<file path="src/rtl/cic_decim_integ.sv">
// Cascaded integrator and runtime-rate downsampler for the I/Q CIC decimator front half.
// Build option: define CIC_DECIM_INTEG_CLEAR_EN to add the synchronous i_clear port.
module cic_decim_integ #(
  parameter int IN_WIDTH   = 16,
  parameter int WIDTH      = 32,
  parameter int STAGES     = 3,
  parameter int RATE_WIDTH = 8
) (
  input  logic                  i_clock,
  input  logic                  i_reset_n,
`ifdef CIC_DECIM_INTEG_CLEAR_EN
  input  logic                  i_clear,
`endif
  input  logic [RATE_WIDTH-1:0] i_rate,
  input  logic [IN_WIDTH-1:0]   i_inph_data,
  input  logic [IN_WIDTH-1:0]   i_quad_data,
  input  logic                  i_valid,
  output logic [WIDTH-1:0]      o_inph_data,
  output logic [WIDTH-1:0]      o_quad_data,
  output logic                  o_valid
);

  // Reset asserts asynchronously everywhere; release reaches the datapath two edges later.
  logic [1:0] r_rst_sync;
  logic       w_rst_n;

  always_ff @(posedge i_clock or negedge i_reset_n) begin
    if (!i_reset_n) r_rst_sync <= 2'b00;
    else            r_rst_sync <= {r_rst_sync[0], 1'b1};
  end

  assign w_rst_n = r_rst_sync[1];

  logic [WIDTH-1:0]      w_x_i;
  logic [WIDTH-1:0]      w_x_q;
  logic [WIDTH-1:0]      r_acc_i [STAGES];
  logic [WIDTH-1:0]      r_acc_q [STAGES];
  logic [WIDTH-1:0]      w_nxt_i [STAGES];
  logic [WIDTH-1:0]      w_nxt_q [STAGES];
  logic [RATE_WIDTH-1:0] r_cnt;
  logic [RATE_WIDTH-1:0] r_rate_q;
  logic [RATE_WIDTH-1:0] w_eff_rate;
  logic                  w_terminal;
  logic [WIDTH-1:0]      r_out_i;
  logic [WIDTH-1:0]      r_out_q;
  logic                  r_valid;

  assign w_x_i = WIDTH'(signed'(i_inph_data));
  assign w_x_q = WIDTH'(signed'(i_quad_data));

  // Every stage sums against the pre-update value of the stage before it.
  always_comb begin
    w_nxt_i[0] = r_acc_i[0] + w_x_i;
    w_nxt_q[0] = r_acc_q[0] + w_x_q;
    for (int k = 1; k < STAGES; k++) begin
      w_nxt_i[k] = r_acc_i[k] + r_acc_i[k-1];
      w_nxt_q[k] = r_acc_q[k] + r_acc_q[k-1];
    end
  end

  assign w_eff_rate = (i_rate < RATE_WIDTH'(2)) ? RATE_WIDTH'(1) : i_rate;
  assign w_terminal = (r_cnt == '0) ? (w_eff_rate == RATE_WIDTH'(1))
                                    : (r_cnt == r_rate_q - RATE_WIDTH'(1));

  // o_valid is a one-cycle strobe with no backpressure: each terminal i_valid
  // produces exactly one strobe on the following edge, with data stable until the next one.
  always_ff @(posedge i_clock or negedge w_rst_n) begin
    if (!w_rst_n) begin
      for (int k = 0; k < STAGES; k++) begin
        r_acc_i[k] <= '0;
        r_acc_q[k] <= '0;
      end
      r_cnt    <= '0;
      r_rate_q <= RATE_WIDTH'(1);
      r_out_i  <= '0;
      r_out_q  <= '0;
      r_valid  <= 1'b0;
    end
`ifdef CIC_DECIM_INTEG_CLEAR_EN
    else if (i_clear) begin
      for (int k = 0; k < STAGES; k++) begin
        r_acc_i[k] <= '0;
        r_acc_q[k] <= '0;
      end
      r_cnt    <= '0;
      r_rate_q <= RATE_WIDTH'(1);
      r_valid  <= 1'b0;
    end
`endif
    else begin
      r_valid <= 1'b0;
      if (i_valid) begin
        r_acc_i <= w_nxt_i;
        r_acc_q <= w_nxt_q;
        if (r_cnt == '0) r_rate_q <= w_eff_rate;
        if (w_terminal) begin
          r_cnt   <= '0;
          r_out_i <= w_nxt_i[STAGES-1];
          r_out_q <= w_nxt_q[STAGES-1];
          r_valid <= 1'b1;
        end else begin
          r_cnt <= r_cnt + RATE_WIDTH'(1);
        end
      end
    end
  end

  assign o_inph_data = r_out_i;
  assign o_quad_data = r_out_q;
  assign o_valid     = r_valid;

endmodule
</file>
<file path="config.mk">
export PLATFORM = sky130hd
export DESIGN_NAME = cic_decim_integ
export DESIGN_NICKNAME = d
export VERILOG_FILES = /design/src/rtl/cic_decim_integ.sv
export SDC_FILE = /design/constraint.sdc
export NUM_CORES = 1
export LEC_CHECK = 0
export BUFFER_PORTS_ARGS = -buffer_cell sky130_fd_sc_hd__buf_4
export CORE_MARGIN = 5
export CORE_UTILIZATION = 55
export CTS_CLUSTER_DIAMETER = 60
export DETAILED_ROUTE_END_ITERATION = 7
export HOLD_SLACK_MARGIN = 0.02
export PLACE_DENSITY = 0.78
export SYNTH_ARGS = -nofsm -noshare
export SYNTH_HDL_FRONTEND = slang
export SYNTH_SLANG_ARGS = --single-unit
</file>
<file path="constraint.sdc">
create_clock -name i_clock -period 8.77 [get_ports i_clock]
set_input_delay 0.4385 -clock i_clock [delete_from_list [all_inputs] [get_ports i_clock]]
set_output_delay 0.4385 -clock i_clock [all_outputs]
set_load 0.1 [all_outputs]
</file>
; Word-level counts from Yosys, hierarchy flattened
; Index checks and enable logic that the tools add are counted.
[word_totals]
reg_bits = 275
latchBits = 0
ramBits = 0
romBits = 0
in_bits = 43
out_inout_bits = 65
elab_cells = 31
memories = 0
[op_classes]
addsub = 8
n_mul = 0
div_mod_pow = 0
magnitude_cmp = 1
eq_ne = 2
shift = 0
mux = 5
bitwise_logic = 0
n_reduce_logical = 3
[ops]
columns = operator, n
row1 = adder 32 bit, 6
row2 = 2-to-1 mux 8 bit, 2
row3 = adder 8 x 1 -> 8 bit (second input constant), 1
row4 = == test 8 x 1 -> 1 bit (second input constant), 1
row5 = == test 8 bit, 1
row6 = zero test 8 bit, 1
row7 = less-than comparator 8 x 2 -> 1 bit (second input constant), 1
row8 = subtractor 8 x 1 -> 8 bit (second input constant), 1
row9 = AND reduction 2 bit, 2
row10 = 2-to-1 mux 1 bit, 3

; Depth between registers and ports, before layout
[logic_depth]
ltp_word = 6
depth_mapped = 13
ltp_nobuf = 12

; Worst setup path after synthesis
; Ideal clock, no wire load.
[synth_timing]
kind = input-to-reg
startpoint = in i_quad_data[0]
endpoint = reg r_acc_q[88] (netlist name)
setup_ns = 0.135
arrival_time_ns = 2.950
required_time_ns = 8.635
slack_ns = 5.685
cell_stages = 12
path_buffers = 0
path_cell_list = ha_1 > fa_1 > a21o_1 > a21o_1 > a221oi_2 > o31ai_1 > o221a_2 > a41o_1 > o41ai_2 > o2111ai_1 > xnor2_1 > o21ai_0
[synth_via]
elab_chain_cells = 1
[synth_rtl]
columns = element, line_no
row1 = from (decl), 16  ; input logic [IN_WIDTH-1:0] i_quad_data,
row2 = adder 32 bit, 54  ; w_nxt_q[0] = r_acc_q[0] + w_x_q;
row3 = to (signal assigned), 94  ; r_acc_q <= w_nxt_q;
row4 = to (decl), 37  ; logic [WIDTH-1:0] r_acc_q [STAGES];
; Every way passes these cells.
; A chain may end at the register's enable or synchronous reset.

; Final worst setup path
[layout_timing]
startpoint = reg r_rate_q[0]
endpoint = reg r_out_q[24], in the netlist o_quad_data[24]
[layout_via]
elab_chain_cells = 4
[layout_rtl]
columns = element, line_no
row1 = from (decl), 41  ; logic [RATE_WIDTH-1:0] r_rate_q;
row2 = from (signal assigned), 95  ; if (r_cnt == '0) r_rate_q <= w_eff_rate;
row3 = subtractor 8 x 1 -> 8 bit, 63  ; : (r_cnt == r_rate_q - RATE_WIDTH'(1));
row4 = == test 8 bit, 63
row5 = 2-to-1 mux 1 bit, 62  ; assign w_terminal = (r_cnt == '0) ? (w_eff_rate == RATE_WIDTH'(1))
row6 = AND reduction 2 bit (no source line), -
row7 = to (signal assigned), 99  ; r_out_q <= w_nxt_q[STAGES-1];
row8 = to (decl), 45  ; logic [WIDTH-1:0] r_out_q;
; Every way passes these cells.

==> flow_summary.ini <==
[cts]
clk_latency_ns = 0.57
tritoncts = yes
htree_levels = 1
cts_num_sinks = 275
cts_setup_buffers = 0
cts-root-buf = clkbuf_16
clkSlewWorstSetupHoldPaths_ns = 0.06
clock_path_buffers = 3
cts_made_buffers = 31
cts_resized = 0

[finish]
seq_area_um2 = 6887
nNetsFinal = 2270
synthToLayoutAreaGrowth_pct = 11.50
drive_gt1_frac = 0.1965
final_cell_mix = dfrtp_1, mux2_2, ha_1
fillers = 2808
final_common_cell = dfrtp_1
diodes = 0
multiInputGateArea_um2 = 12150
fin_cells = 2517

[sta]
clock-skew-final_ns = 0.02486
period_share = 0.4303
fmax_mhz = 265.0
final_max_slew_viol_count = 0
worst_pin_slew_ns = 0.9957
finalHoldViolCount = 0
rsz0062_at_grt = false
timing.hold.ws_ns = 0.1043
layout_min_cycle_time_ns = 3.774
slew_headroom = 0.3353
finalSetupViolCount = 0
fin_setup_tns_ns = 0

[detailed_routing]
drc_errors = 0
first_iter_violations = 763
num_vias = 14860
first_pass_iters = 5
final_antenna_net_count = 0
wl_per_cell_um = 16.84
wl_um = 42390
vias_per_cell = 5.902

[worst_setup_path]
critPathMaxFanout = 46
r2r_slack_ns = 5.00
required_ns = 9.21
r2r_cells = 9
critPathCaptureType = register
r2r_end = o_quad_data[24]
critPathMaxStageDelay_ns = 0.88
reg2reg_from = r_rate_q[0]
path_class = reg2reg
setup.worst_path.start_class = register
worstPathCellList = inv_1, ha_1, xnor2_1, or3_1, nor4_1, a32o_2, nand2_4, inv_2, mux2_2
arrival_ns = 4.22
slowest_stage = inv_2

[synthesis]
avgSynthCellArea_um2 = 10.04
async_flop_share = 1.000
synth-seq-cells = 275
ys_types = 82
synth_edf_count = 0
synthCells = 1940
ys_warn_count = 0
synth-seq-area-share = 0.3534
ys.flop_type = dfrtp_1
synth_nets = 2178
netlist_area_um2 = 19470

[floorplanning]
die-width_um = 198.2
coreArea_um2 = 35220
ios = 108
row_count = 69
start_util = 0.5529
dieHeight_um = 198.2
fp.dieArea_um2 = 39270

[worst_hold_path]
hold_end = r_rate_q[4]
hold_path_startpoint = i_rate[4]
worst_hold_path_type = in2reg
whs_path_depth = 2

[grt]
grt_overflow = 0
grt_pass1_wl_um = 71560
antenna_found_initial = 0
grt_pass1_vias = 15050
grt.total_usage = 0.2138
grt_max_degree = 159

[placement]
port-buffer-count = 107
place_congestion = 0.9421
dpl.hpwl_um = 31880
place_inst = 2459

[flow_run]
cap_violations = 0

[outcome]
status = complete, no violations
-- flip-flops by register name, indices dropped and copies added (netlist names) --
name         cells
r_rst_sync       2
o_valid          1
o_inph_data     32
r_cnt            8
r_rate_q         8
r_acc_i         96
o_quad_data     32
r_acc_q         96
-- kinds of logic after synthesis --
kind of cell    count (synthesis)  share of synthesized area
mux                           206                     0.1210
fa+ha+maj                     195                     0.1276
flops                         275                     0.3534
xor+xnor                      184                    0.08391
other cells                     1                  0.0001926
buf+inv                       113                    0.02294
compound gates                560                     0.1877
simple gates                  406                     0.1032
-- through the flow --
stage,utilization,worst slack (ns),cell area (µm²)
floorplan,-,0.5403,19470
global placement,0.5874,5.094,20690
detailed placement,0.5874,4.999,20690
CTS,0.6165,4.964,21710
global route,0.6165,4.788,21710
finish,0.6165,4.996,21710
-- what timing repair did --
item / 4_1_cts / 5_1_grt
hold buffers: 1 / 0
hold endpoints to repair: 2 / 0
endpoints found under the setup margin: 0 / 0
-- layer usage --
| metal | GRT usage | part of all wire | wire length, µm |
|---|---|---|---|
| met1 | 0.2778 | 0.45 | 18880 |
| met2 | 0.3820 | 0.50 | 21040 |
| met3 | 0.02314 | 0.036 | 1513 |
| met4 | 0.05585 | 0.023 | 969 |
| met5 | 0 | 0 | 0 |
-- cell type report --
cell class / count / share of cell area
multi-input combinational: 1552 / 0.5593
sequential: 275 / 0.3171
clock buffer: 47 / 0.04218
timing repair buffer: 113 / 0.04005
tap: 461 / 0.02656
inverter: 59 / 0.01020
clock inverter: 10 / 0.004552
-- worst max-delay path by stage --
stage | start | endpoint | slack [ns] | cells past startpoint
after global placement | r_rate_q[0] | o_quad_data[30] | 5.09 | 9
after global routing | r_rate_q[0] | o_quad_data[20] | 4.79 | 9
after floorplan | r_rst_sync[1] | o_inph_data[0] | 0.54 | 0
after detailed placement | r_rate_q[0] | o_quad_data[30] | 5.00 | 9
final | r_rate_q[0] | o_quad_data[24] | 5.00 | 9
after CTS | r_rate_q[0] | o_quad_data[30] | 4.96 | 9
-- critical path, delay by kind of cell (launching register included) --
family	cells	cell delay, ns
AND/OR/NAND/NOR	3	0.99
buffers and inverters	2	0.93
flip-flops	1	0.55
multiplexers	1	0.42
AO/OA/AOI/OAI	1	0.32
adder cells (fa/ha/maj)	1	0.30
XOR/XNOR	1	0.12
-- cells in the mapped netlist (11+ instances only) --
master,number,area share
dfrtp_1,274,0.35
mux2_2,195,0.11
ha_1,189,0.12
a21oi_1,173,0.044
xnor2_1,129,0.058
nand2_1,118,0.023
o21ai_0,102,0.026
a21o_1,98,0.038
nor2_1,88,0.017
inv_1,57,0.011
xor2_1,53,0.024
clkbuf_1,36,0.0069
nand3_1,34,0.0087
nor3_1,30,0.0077
a31oi_1,25,0.0080
o21a_1,25,0.0096
nand2b_1,23,0.0074
nand4_1,21,0.0067
nor2b_1,19,0.0061
o21bai_1,19,0.0073
and3_1,18,0.0058
o31ai_1,15,0.0058
a211oi_1,14,0.0054
o211ai_1,12,0.0046
and2_1,11,0.0035
or3_1,11,0.0035
Power is left out: the tool's default activity adds up to more than one toggle a clock period on the data nets, which glitch-free logic cannot reach.
